$ cat config.mk
export PLATFORM = sky130hd
export DESIGN_NAME = dphy_lane_sequencer_flat
export DESIGN_NICKNAME = d
export VERILOG_FILES = /design/src/rtl/dphy_lane_sequencer_pkg.sv /design/src/rtl/dphy_lane_sequencer_if.sv /design/src/rtl/dphy_lane_sequencer_timer.sv /design/src/rtl/dphy_lane_sequencer.sv /design/src/flat_wrapper.sv
export SDC_FILE = /design/constraint.sdc
export NUM_CORES = 1
export LEC_CHECK = 0
export ABC_CLOCK_PERIOD_IN_PS = 2900
export BUFFER_PORTS_ARGS = -buffer_cell sky130_fd_sc_hd__clkbuf_2
export CAP_MARGIN = 5
export CORE_MARGIN = 1.5
export CORE_UTILIZATION = 40
export DETAILED_ROUTE_END_ITERATION = 10
export RECOVER_POWER = 50
export SYNTH_ARGS = -nofsm -noshare
export SYNTH_HDL_FRONTEND = slang
export SYNTH_SLANG_ARGS = --single-unit
$ cat constraint.sdc
create_clock -name byte_clk -period 2.9 [get_ports byte_clk]
set_clock_uncertainty 0.2 [all_clocks]
set_input_delay 0.145 -clock byte_clk [delete_from_list [all_inputs] [get_ports byte_clk]]
set_output_delay 0.145 -clock byte_clk [all_outputs]
set_load 0.02 [all_outputs]
$ cat src/rtl/dphy_lane_sequencer_pkg.sv
// Shared types and constants for the D-PHY HS transmit lane sequencer.
package dphy_tx_pkg;

    typedef enum logic [3:0] {
        ST_IDLE,
        ST_CLK_LPX,
        ST_CLK_PREP,
        ST_CLK_ZERO,
        ST_CLK_PRE,
        ST_D_LPX,
        ST_D_PREP,
        ST_D_ZERO,
        ST_SYNC,
        ST_DATA,
        ST_TRAIL,
        ST_CLK_POST,
        ST_CLK_TRAIL,
        ST_EXIT
    } tx_state_e;

    localparam logic [7:0] SYNC_BYTE = 8'hB8;
    localparam logic [1:0] LP11      = 2'b11;
    localparam logic [1:0] LP01      = 2'b01;
    localparam logic [1:0] LP00      = 2'b00;

    function automatic int unsigned max_u(input int unsigned a, input int unsigned b);
        return (a > b) ? a : b;
    endfunction

endpackage

$ cat src/rtl/dphy_lane_sequencer_if.sv
// Payload byte stream into the lane sequencer (valid/ready with end-of-packet marker).
interface dphy_lane_sequencer_if;
    logic       s_valid;
    logic [7:0] s_data;
    logic       s_last;
    logic       s_ready;

    modport master (output s_valid, output s_data, output s_last, input  s_ready);
    modport slave  (input  s_valid, input  s_data, input  s_last, output s_ready);
endinterface

$ cat src/rtl/dphy_lane_sequencer_timer.sv
// Loadable down-counter shared by all timed sequencer states; zero flags expiry.
module dphy_tx_timer #(
    parameter int unsigned WIDTH = 4
) (
    input  logic             byte_clk,
    input  logic             reset,
    input  logic             load,
    input  logic [WIDTH-1:0] value,
    output logic             zero
);
    logic [WIDTH-1:0] cnt;

    always_ff @(posedge byte_clk) begin
        if (reset)
            cnt <= '0;
        else if (load)
            cnt <= value;
        else if (cnt != '0)
            cnt <= cnt - 1'b1;
    end

    assign zero = (cnt == '0);
endmodule

$ cat src/rtl/dphy_lane_sequencer.sv
// Byte-clock sequencer driving clock/data lane LP states, HS enables and HS bytes
// for one packet at a time through a single-lane D-PHY transmitter.
module dphy_lane_sequencer
    import dphy_tx_pkg::*;
#(
    parameter int unsigned T_LPX       = 2,
    parameter int unsigned T_HS_PREP   = 2,
    parameter int unsigned T_CLK_ZERO  = 8,
    parameter int unsigned T_CLK_PRE   = 2,
    parameter int unsigned T_HS_ZERO   = 6,
    parameter int unsigned T_HS_TRAIL  = 4,
    parameter int unsigned T_CLK_POST  = 4,
    parameter int unsigned T_CLK_TRAIL = 2
) (
    input  logic                        byte_clk,
    input  logic                        reset,
    dphy_lane_sequencer_if.slave        sif,
    output logic [7:0]                  byte_D0,
    output logic                        hs_data_en,
    output logic                        hs_clk_en,
    output logic                        hsxx_clk_en,
    output logic [1:0]                  lp0_out,
    output logic [1:0]                  lpclk_out,
    output logic                        busy,
    output logic                        err_underflow
);
    localparam int unsigned T_MAX = max_u(max_u(max_u(T_LPX, T_HS_PREP), max_u(T_CLK_ZERO, T_CLK_PRE)),
                                          max_u(max_u(T_HS_ZERO, T_HS_TRAIL), max_u(T_CLK_POST, T_CLK_TRAIL)));
    localparam int unsigned CW = $clog2(T_MAX + 1);

    tx_state_e   state, state_n;
    logic        tmr_load, tmr_zero, underflow;
    logic [CW-1:0] tmr_val;
    logic        s_ready_q, s_ready_n;
    logic [7:0]  byte_n;

    dphy_tx_timer #(.WIDTH(CW)) u_timer (
        .byte_clk (byte_clk),
        .reset    (reset),
        .load     (tmr_load),
        .value    (tmr_val),
        .zero     (tmr_zero)
    );

    always_ff @(posedge byte_clk) begin
        if (reset) begin
            state         <= ST_IDLE;
            byte_D0       <= '0;
            hs_data_en    <= 1'b0;
            hs_clk_en     <= 1'b0;
            hsxx_clk_en   <= 1'b0;
            lp0_out       <= LP11;
            lpclk_out     <= LP11;
            busy          <= 1'b0;
            err_underflow <= 1'b0;
            s_ready_q     <= 1'b0;
        end else begin
            state         <= state_n;
            byte_D0       <= byte_n;
            hs_data_en    <= state_n inside {ST_D_ZERO, ST_SYNC, ST_DATA, ST_TRAIL};
            hs_clk_en     <= state_n inside {[ST_CLK_ZERO:ST_CLK_TRAIL]};
            hsxx_clk_en   <= state_n inside {[ST_CLK_PRE:ST_CLK_POST]};
            lp0_out       <= (state_n == ST_D_LPX) ? LP01 :
                             (state_n inside {[ST_D_PREP:ST_TRAIL]}) ? LP00 : LP11;
            lpclk_out     <= (state_n == ST_CLK_LPX) ? LP01 :
                             (state_n inside {ST_IDLE, ST_EXIT}) ? LP11 : LP00;
            busy          <= (state_n != ST_IDLE);
            err_underflow <= underflow;
            s_ready_q     <= s_ready_n;
        end
    end

    assign sif.s_ready = s_ready_q;

    // Outputs are registered from the next state so they line up with the state they describe.
    always_comb begin
        state_n   = state;
        underflow = 1'b0;
        unique case (state)
            ST_IDLE:      if (sif.s_valid) state_n = ST_CLK_LPX;
            ST_CLK_LPX:   if (tmr_zero) state_n = ST_CLK_PREP;
            ST_CLK_PREP:  if (tmr_zero) state_n = ST_CLK_ZERO;
            ST_CLK_ZERO:  if (tmr_zero) state_n = ST_CLK_PRE;
            ST_CLK_PRE:   if (tmr_zero) state_n = ST_D_LPX;
            ST_D_LPX:     if (tmr_zero) state_n = ST_D_PREP;
            ST_D_PREP:    if (tmr_zero) state_n = ST_D_ZERO;
            ST_D_ZERO:    if (tmr_zero) state_n = ST_SYNC;
            ST_SYNC, ST_DATA: begin
                if (!s_ready_q)
                    state_n = ST_TRAIL;
                else if (sif.s_valid)
                    state_n = ST_DATA;
                else begin
                    state_n   = ST_TRAIL;
                    underflow = 1'b1;
                end
            end
            ST_TRAIL:     if (tmr_zero) state_n = ST_CLK_POST;
            ST_CLK_POST:  if (tmr_zero) state_n = ST_CLK_TRAIL;
            ST_CLK_TRAIL: if (tmr_zero) state_n = ST_EXIT;
            ST_EXIT:      if (tmr_zero) state_n = ST_IDLE;
            default:      state_n = ST_IDLE;
        endcase

        tmr_load = (state_n != state);
        unique case (state_n)
            ST_CLK_LPX, ST_D_LPX, ST_EXIT: tmr_val = CW'(T_LPX - 1);
            ST_CLK_PREP, ST_D_PREP:        tmr_val = CW'(T_HS_PREP - 1);
            ST_CLK_ZERO:                   tmr_val = CW'(T_CLK_ZERO - 1);
            ST_CLK_PRE:                    tmr_val = CW'(T_CLK_PRE - 1);
            ST_D_ZERO:                     tmr_val = CW'(T_HS_ZERO - 1);
            ST_TRAIL:                      tmr_val = CW'(T_HS_TRAIL - 1);
            ST_CLK_POST:                   tmr_val = CW'(T_CLK_POST - 1);
            ST_CLK_TRAIL:                  tmr_val = CW'(T_CLK_TRAIL - 1);
            default:                       tmr_val = '0;
        endcase

        // Entering DATA always means a byte was just accepted, so s_last belongs to it.
        s_ready_n = (state_n == ST_SYNC) || ((state_n == ST_DATA) && !sif.s_last);

        // Trail polarity is frozen on entry from whatever byte was last on the lane.
        unique case (state_n)
            ST_SYNC:  byte_n = SYNC_BYTE;
            ST_DATA:  byte_n = sif.s_data;
            ST_TRAIL: byte_n = (state == ST_TRAIL) ? byte_D0 : {8{~byte_D0[7]}};
            default:  byte_n = 8'h00;
        endcase
    end
endmodule

$ cat src/flat_wrapper.sv
// flat-port wrapper written by rule: the top's interface ports become plain ports
module dphy_lane_sequencer_flat import dphy_tx_pkg::*;
#(
    parameter int unsigned T_LPX       = 2,
    parameter int unsigned T_HS_PREP   = 2,
    parameter int unsigned T_CLK_ZERO  = 8,
    parameter int unsigned T_CLK_PRE   = 2,
    parameter int unsigned T_HS_ZERO   = 6,
    parameter int unsigned T_HS_TRAIL  = 4,
    parameter int unsigned T_CLK_POST  = 4,
    parameter int unsigned T_CLK_TRAIL = 2
)
  (byte_clk, reset, byte_D0, hs_data_en, hs_clk_en, hsxx_clk_en, lp0_out, lpclk_out, busy, err_underflow, sif_s_valid, sif_s_data, sif_s_last, sif_s_ready);
  dphy_lane_sequencer_if sif_i ();
  input  logic byte_clk;
  input  logic reset;
  output logic [7:0] byte_D0;
  output logic hs_data_en;
  output logic hs_clk_en;
  output logic hsxx_clk_en;
  output logic [1:0] lp0_out;
  output logic [1:0] lpclk_out;
  output logic busy;
  output logic err_underflow;
  input wire logic [$bits(sif_i.s_valid)-1:0] sif_s_valid;
  input wire logic [$bits(sif_i.s_data)-1:0] sif_s_data;
  input wire logic [$bits(sif_i.s_last)-1:0] sif_s_last;
  output wire logic [$bits(sif_i.s_ready)-1:0] sif_s_ready;
  assign sif_i.s_valid = sif_s_valid;
  assign sif_i.s_data = sif_s_data;
  assign sif_i.s_last = sif_s_last;
  assign sif_s_ready = sif_i.s_ready;
  dphy_lane_sequencer #(.T_LPX(T_LPX), .T_HS_PREP(T_HS_PREP), .T_CLK_ZERO(T_CLK_ZERO), .T_CLK_PRE(T_CLK_PRE), .T_HS_ZERO(T_HS_ZERO), .T_HS_TRAIL(T_HS_TRAIL), .T_CLK_POST(T_CLK_POST), .T_CLK_TRAIL(T_CLK_TRAIL)) u_core (.byte_clk(byte_clk), .reset(reset), .sif(sif_i), .byte_D0(byte_D0), .hs_data_en(hs_data_en), .hs_clk_en(hs_clk_en), .hsxx_clk_en(hsxx_clk_en), .lp0_out(lp0_out), .lpclk_out(lpclk_out), .busy(busy), .err_underflow(err_underflow));
endmodule
==> insert_results.sql <==
INSERT INTO impl_metrics (metric_group, metric, value, unit) VALUES
('status', 'outcome', 'finished, final reports clean', ''),
('power', 'total_leakage_power', '0.6694', 'nW'),
('flow_run', 'max_cap_violations', '0', ''),
('routing', 'ant_nets', '0', ''),
('clock_network', 'cts.sinks', '26', ''),
('placed_design', 'detailed_place_hpwl', '2493', 'microns'),
('critical_path', 'cp_cell_sequence', 'inv_1 > ha_1 > and4bb_4 > or2_4 > o2111ai_4 > inv_2 > ha_2 > and2_1 > a221o_1 > nand2_1 > o21ai_1', ''),
('critical_path', 'cp_max_fo', '8', ''),
('critical_path', 'worst-endpoint-arrival', '2720', 'ps'),
('routing', 'wl_per_cell', '13.21', 'microns'),
('grt', 'antenna_found_initial', '0', ''),
('clock_network', 'h-tree-depth', '1', ''),
('die', 'initial_core_utilization', '42.49', '%'),
('die', 'design.die.area', '3999', 'sq um'),
('clock_network', 'cts_tree', 'done', ''),
('critical_path', 'cp.buffers_inverters', '2', ''),
('timing', 'fmax', '367.4', 'MHz'),
('timing', 'rsz0062_at_grt', 'no', ''),
('critical_path', 'worst_setup_path_startpoint', 'u_core.u_timer.cnt[0]$_SDFFE_PP0P_', ''),
('clock_network', 'clk-insertion-delay-late', '320', 'ps'),
('min_path', 'hold_wc_path_type', 'reg -> reg', ''),
('synthesis', 'yosys_register_bits', '26', ''),
('timing', 'timing.setup.tns', '0', 'ps'),
('clock_network', 'cts-buffers-inserted', '3', ''),
('timing', 'finalSetupViolations', '0', ''),
('grt', 'pin_count_of_the_biggest_net_entering_global_routing', '17', ''),
('grt', 'grt_first_pass_wirelength', '5520', 'microns'),
('synthesis', 'async_flop_share', '0', '%'),
('routing', 'drtPass1Iterations', '4', ''),
('critical_path', 'startpoint_of_the_worst_slack_reg_to_reg_timing_path', 'u_core.u_timer.cnt[0]$_SDFFE_PP0P_', ''),
('critical_path', 'r2r_setup_slack', '180', 'ps'),
('finish', 'final_cell_count_no_fill', '256', ''),
('timing', 'final.min_clock_period', '2722', 'ps'),
('finish', 'diodes', '0', ''),
('synthesis', 'syn-cell-area', '1451', 'sq um'),
('clock_network', 'cts_max_path_buffers', '2', ''),
('routing', 'dr_total_vias', '1336', ''),
('die', 'num_io_pins', '30', ''),
('die', 'fp.dieW', '63.24', 'microns'),
('routing', 'drt-total-wl', '3383', 'microns'),
('finish', 'n_fill_cell', '346', ''),
('critical_path', 'kind_of_launch_point_of_the_worst_setup_path', 'flop', ''),
('grt', 'globalRoute.totalOverflow', '0', ''),
('clock_network', 'master_cell_of_the_clock_root_buffer', 'sky130_fd_sc_hd__clkbuf_4', ''),
('placed_design', 'post-place-cells', '239', ''),
('placed_design', 'place.gp.congestion', '0.8049', ''),
('placed_design', 'placement.io_buffers', '29', ''),
('grt', 'total_global_route_track_usage', '17.13', '%'),
('die', 'rows', '21', ''),
('power', 'power-per-cell-area', '779.1', 'nW/um^2'),
('timing', 'timing.final.max_slew_violations', '0', ''),
('critical_path', 'critical_path.endpoint_type', 'flop', ''),
('synthesis', 'ys_seq_area_share', '35.86', '%'),
('power', 'vdd_drop_max', '431.1', 'uV'),
('critical_path', 'slowest_stage_cell_cp', 'sky130_fd_sc_hd__dfxtp_1', ''),
('die', 'floorplan.die.height', '63.24', 'microns'),
('finish', 'drive_gt1_share', '18.57', '%'),
('synthesis', 'number_of_synthesis_warnings', '0', ''),
('critical_path', 'critPathMaxStageDelay', '350', 'ps'),
('clock_network', 'clk_transition_reported_paths', '140', 'ps'),
('timing', 'timing_worst_slew_pin_value', '492.6', 'ps'),
('timing', 'fin_crit_sh', '93.85', '%'),
('routing', 'drt_drc_violations_left', '0', ''),
('synthesis', 'synth_enable_flop_cells', '0', ''),
('synthesis', 'ys_types', '50', ''),
('synthesis', 'synth_top_flop_cell', 'sky130_fd_sc_hd__dfxtp_1', ''),
('finish', 'flow.area_growth_from_synthesis', '23.36', '%'),
('critical_path', 'endpoint', 'u_core.byte_D0[3]$_SDFFE_PP0P_', ''),
('synthesis', 'syn-num-nets', '180', ''),
('critical_path', 'r2r.worst_path.cells', '11', ''),
('timing', 'slew_headroom', '67.16', '%');
[routing by layer]
metal  global-route usage (%)  wire length, microns
met1                    24.50                  1696
met2                    26.86                  1532
met3                    1.786                   115
met4                    5.978                    39
met5                        0                     0
[logic make-up (layout without fill, tap and decap cells)]
| group | count (synthesis) | after routing | synth area share (%) |
|---|---|---|---|
| AOI/OAI and AO/OA | 55 | 55 | 29.14 |
| xor gates and xnor gates | 3 | 3 | 1.811 |
| adders and majority gates | 3 | 3 | 2.586 |
| buffers and inverters | 16 | 61 | 5.172 |
| DFF | 26 | 26 | 35.86 |
| muxes | 2 | 2 | 1.465 |
| and+or+nand+nor | 60 | 60 | 23.97 |
[layout by cell type (no fill, tap or decap), types with 3 or more instances in the layout]
cell type and count:
sky130_fd_sc_hd__dfxtp_1 26, sky130_fd_sc_hd__clkbuf_1 20, sky130_fd_sc_hd__nand2_1 18, sky130_fd_sc_hd__nor2_1 14, sky130_fd_sc_hd__a21oi_1 12, sky130_fd_sc_hd__o21ai_1 11, sky130_fd_sc_hd__dlygate4sd3_1 11, sky130_fd_sc_hd__clkbuf_2 11
sky130_fd_sc_hd__a211oi_1 9, sky130_fd_sc_hd__buf_4 9, sky130_fd_sc_hd__inv_1 6, sky130_fd_sc_hd__nor3_1 6, sky130_fd_sc_hd__nor2b_1 4, sky130_fd_sc_hd__o21ai_0 3, sky130_fd_sc_hd__o21a_1 3, sky130_fd_sc_hd__clkbuf_4 3
[area by class of cell]
cell class                 instances  area, sq um  share of cell area [%]
inverter                           7        26.28                   1.468
sequential                        26        520.5                   29.07
clock buffer                       3        22.52                   1.258
tap                               46        57.56                   3.215
multi-input combinational        123        855.8                   47.80
timing repair buffer              51        307.8                   17.19
[power by group]
group | internal, mW | switching, mW
sequential | 0.415 | 0.0486
combinational | 0.342 | 0.441
clock | 0.0486 | 0.0994
total | 0.806 | 0.589
[worst min-delay path, cell delays in order, from the launching register on]
cell and delay [ps]:
sky130_fd_sc_hd__dfxtp_1 330, sky130_fd_sc_hd__nand2_1 50, sky130_fd_sc_hd__o21ai_1 50
[synthesized netlist by cell type (2+ instances only)]
library cell,instances,share of area (%)
sky130_fd_sc_hd__nor2b_1,4,1.7
sky130_fd_sc_hd__buf_2,3,1.0
sky130_fd_sc_hd__or3_1,2,0.86
sky130_fd_sc_hd__nor3_1,6,2.1
sky130_fd_sc_hd__o21ai_1,11,3.8
sky130_fd_sc_hd__o21ai_0,3,1.0
sky130_fd_sc_hd__a21o_1,2,1.0
sky130_fd_sc_hd__clkbuf_1,4,1.0
sky130_fd_sc_hd__a211oi_1,9,4.7
sky130_fd_sc_hd__xnor2_1,2,1.2
sky130_fd_sc_hd__a31o_1,2,1.2
sky130_fd_sc_hd__ha_1,3,2.6
sky130_fd_sc_hd__a21oi_1,12,4.1
sky130_fd_sc_hd__nor3_4,2,2.2
sky130_fd_sc_hd__nor2_1,14,3.6
sky130_fd_sc_hd__nand4b_1,2,1.2
sky130_fd_sc_hd__inv_1,6,1.6
sky130_fd_sc_hd__and2_1,2,0.86
sky130_fd_sc_hd__nand2_1,17,4.4
sky130_fd_sc_hd__nand3_1,2,0.69
sky130_fd_sc_hd__o21a_1,3,1.6
sky130_fd_sc_hd__dfxtp_1,26,36
[stage by stage]
stage | total power [mW] | util [%] | cell area (sq um) | worst slack [ps]
6_report | 1.395 | 52.42 | 1790 | 178.4
5_1_grt | 1.497 | 52.42 | 1790 | 20.17
4_1_cts | 1.389 | 52.64 | 1798 | 83.39
3_5_place_dp | 1.232 | 48.75 | 1665 | 112.2
3_3_place_gp | 1.222 | 48.75 | 1665 | 173.1
2_1_floorplan | 1.046 | - | 1451 | 66.28
[state kept, by name (all words and copies together), names as in the netlist]
register and cells:
u_core.busy 1, u_core.byte_D0 8, u_core.err_underflow 1, u_core.hs_clk_en 1, u_core.hs_data_en 1, u_core.hsxx_clk_en 1
u_core.lp0_out 2, u_core.lpclk_out 2, u_core.sif.s_ready 1, u_core.state 4, u_core.u_timer.cnt 4
[worst min path at each step]
stage,slack (ps),from,endpoint,cells past startpoint
global route,290,u_core.byte_D0[2]$_SDFFE_PP0P_,u_core.byte_D0[2]$_SDFFE_PP0P_,2
CTS,260,u_core.byte_D0[2]$_SDFFE_PP0P_,u_core.byte_D0[2]$_SDFFE_PP0P_,2
detailed placement,150,sif_s_last,u_core.sif.s_ready$_SDFF_PP0_,2
finish,260,u_core.byte_D0[2]$_SDFFE_PP0P_,u_core.byte_D0[2]$_SDFFE_PP0P_,2
global placement,160,sif_s_last,u_core.sif.s_ready$_SDFF_PP0_,2
floorplan,20,sif_s_valid,u_core.err_underflow$_SDFF_PP0_,1
[repair_timing]
item | CTS | global route
buffers inserted | 0 | 3
resized for setup | 0 | 1
setup endpoints to repair | 0 | 8
hold buffers | 11 | 0
endpoints found under the hold margin | 11 | 0
(Power assumes the default switching activity.)
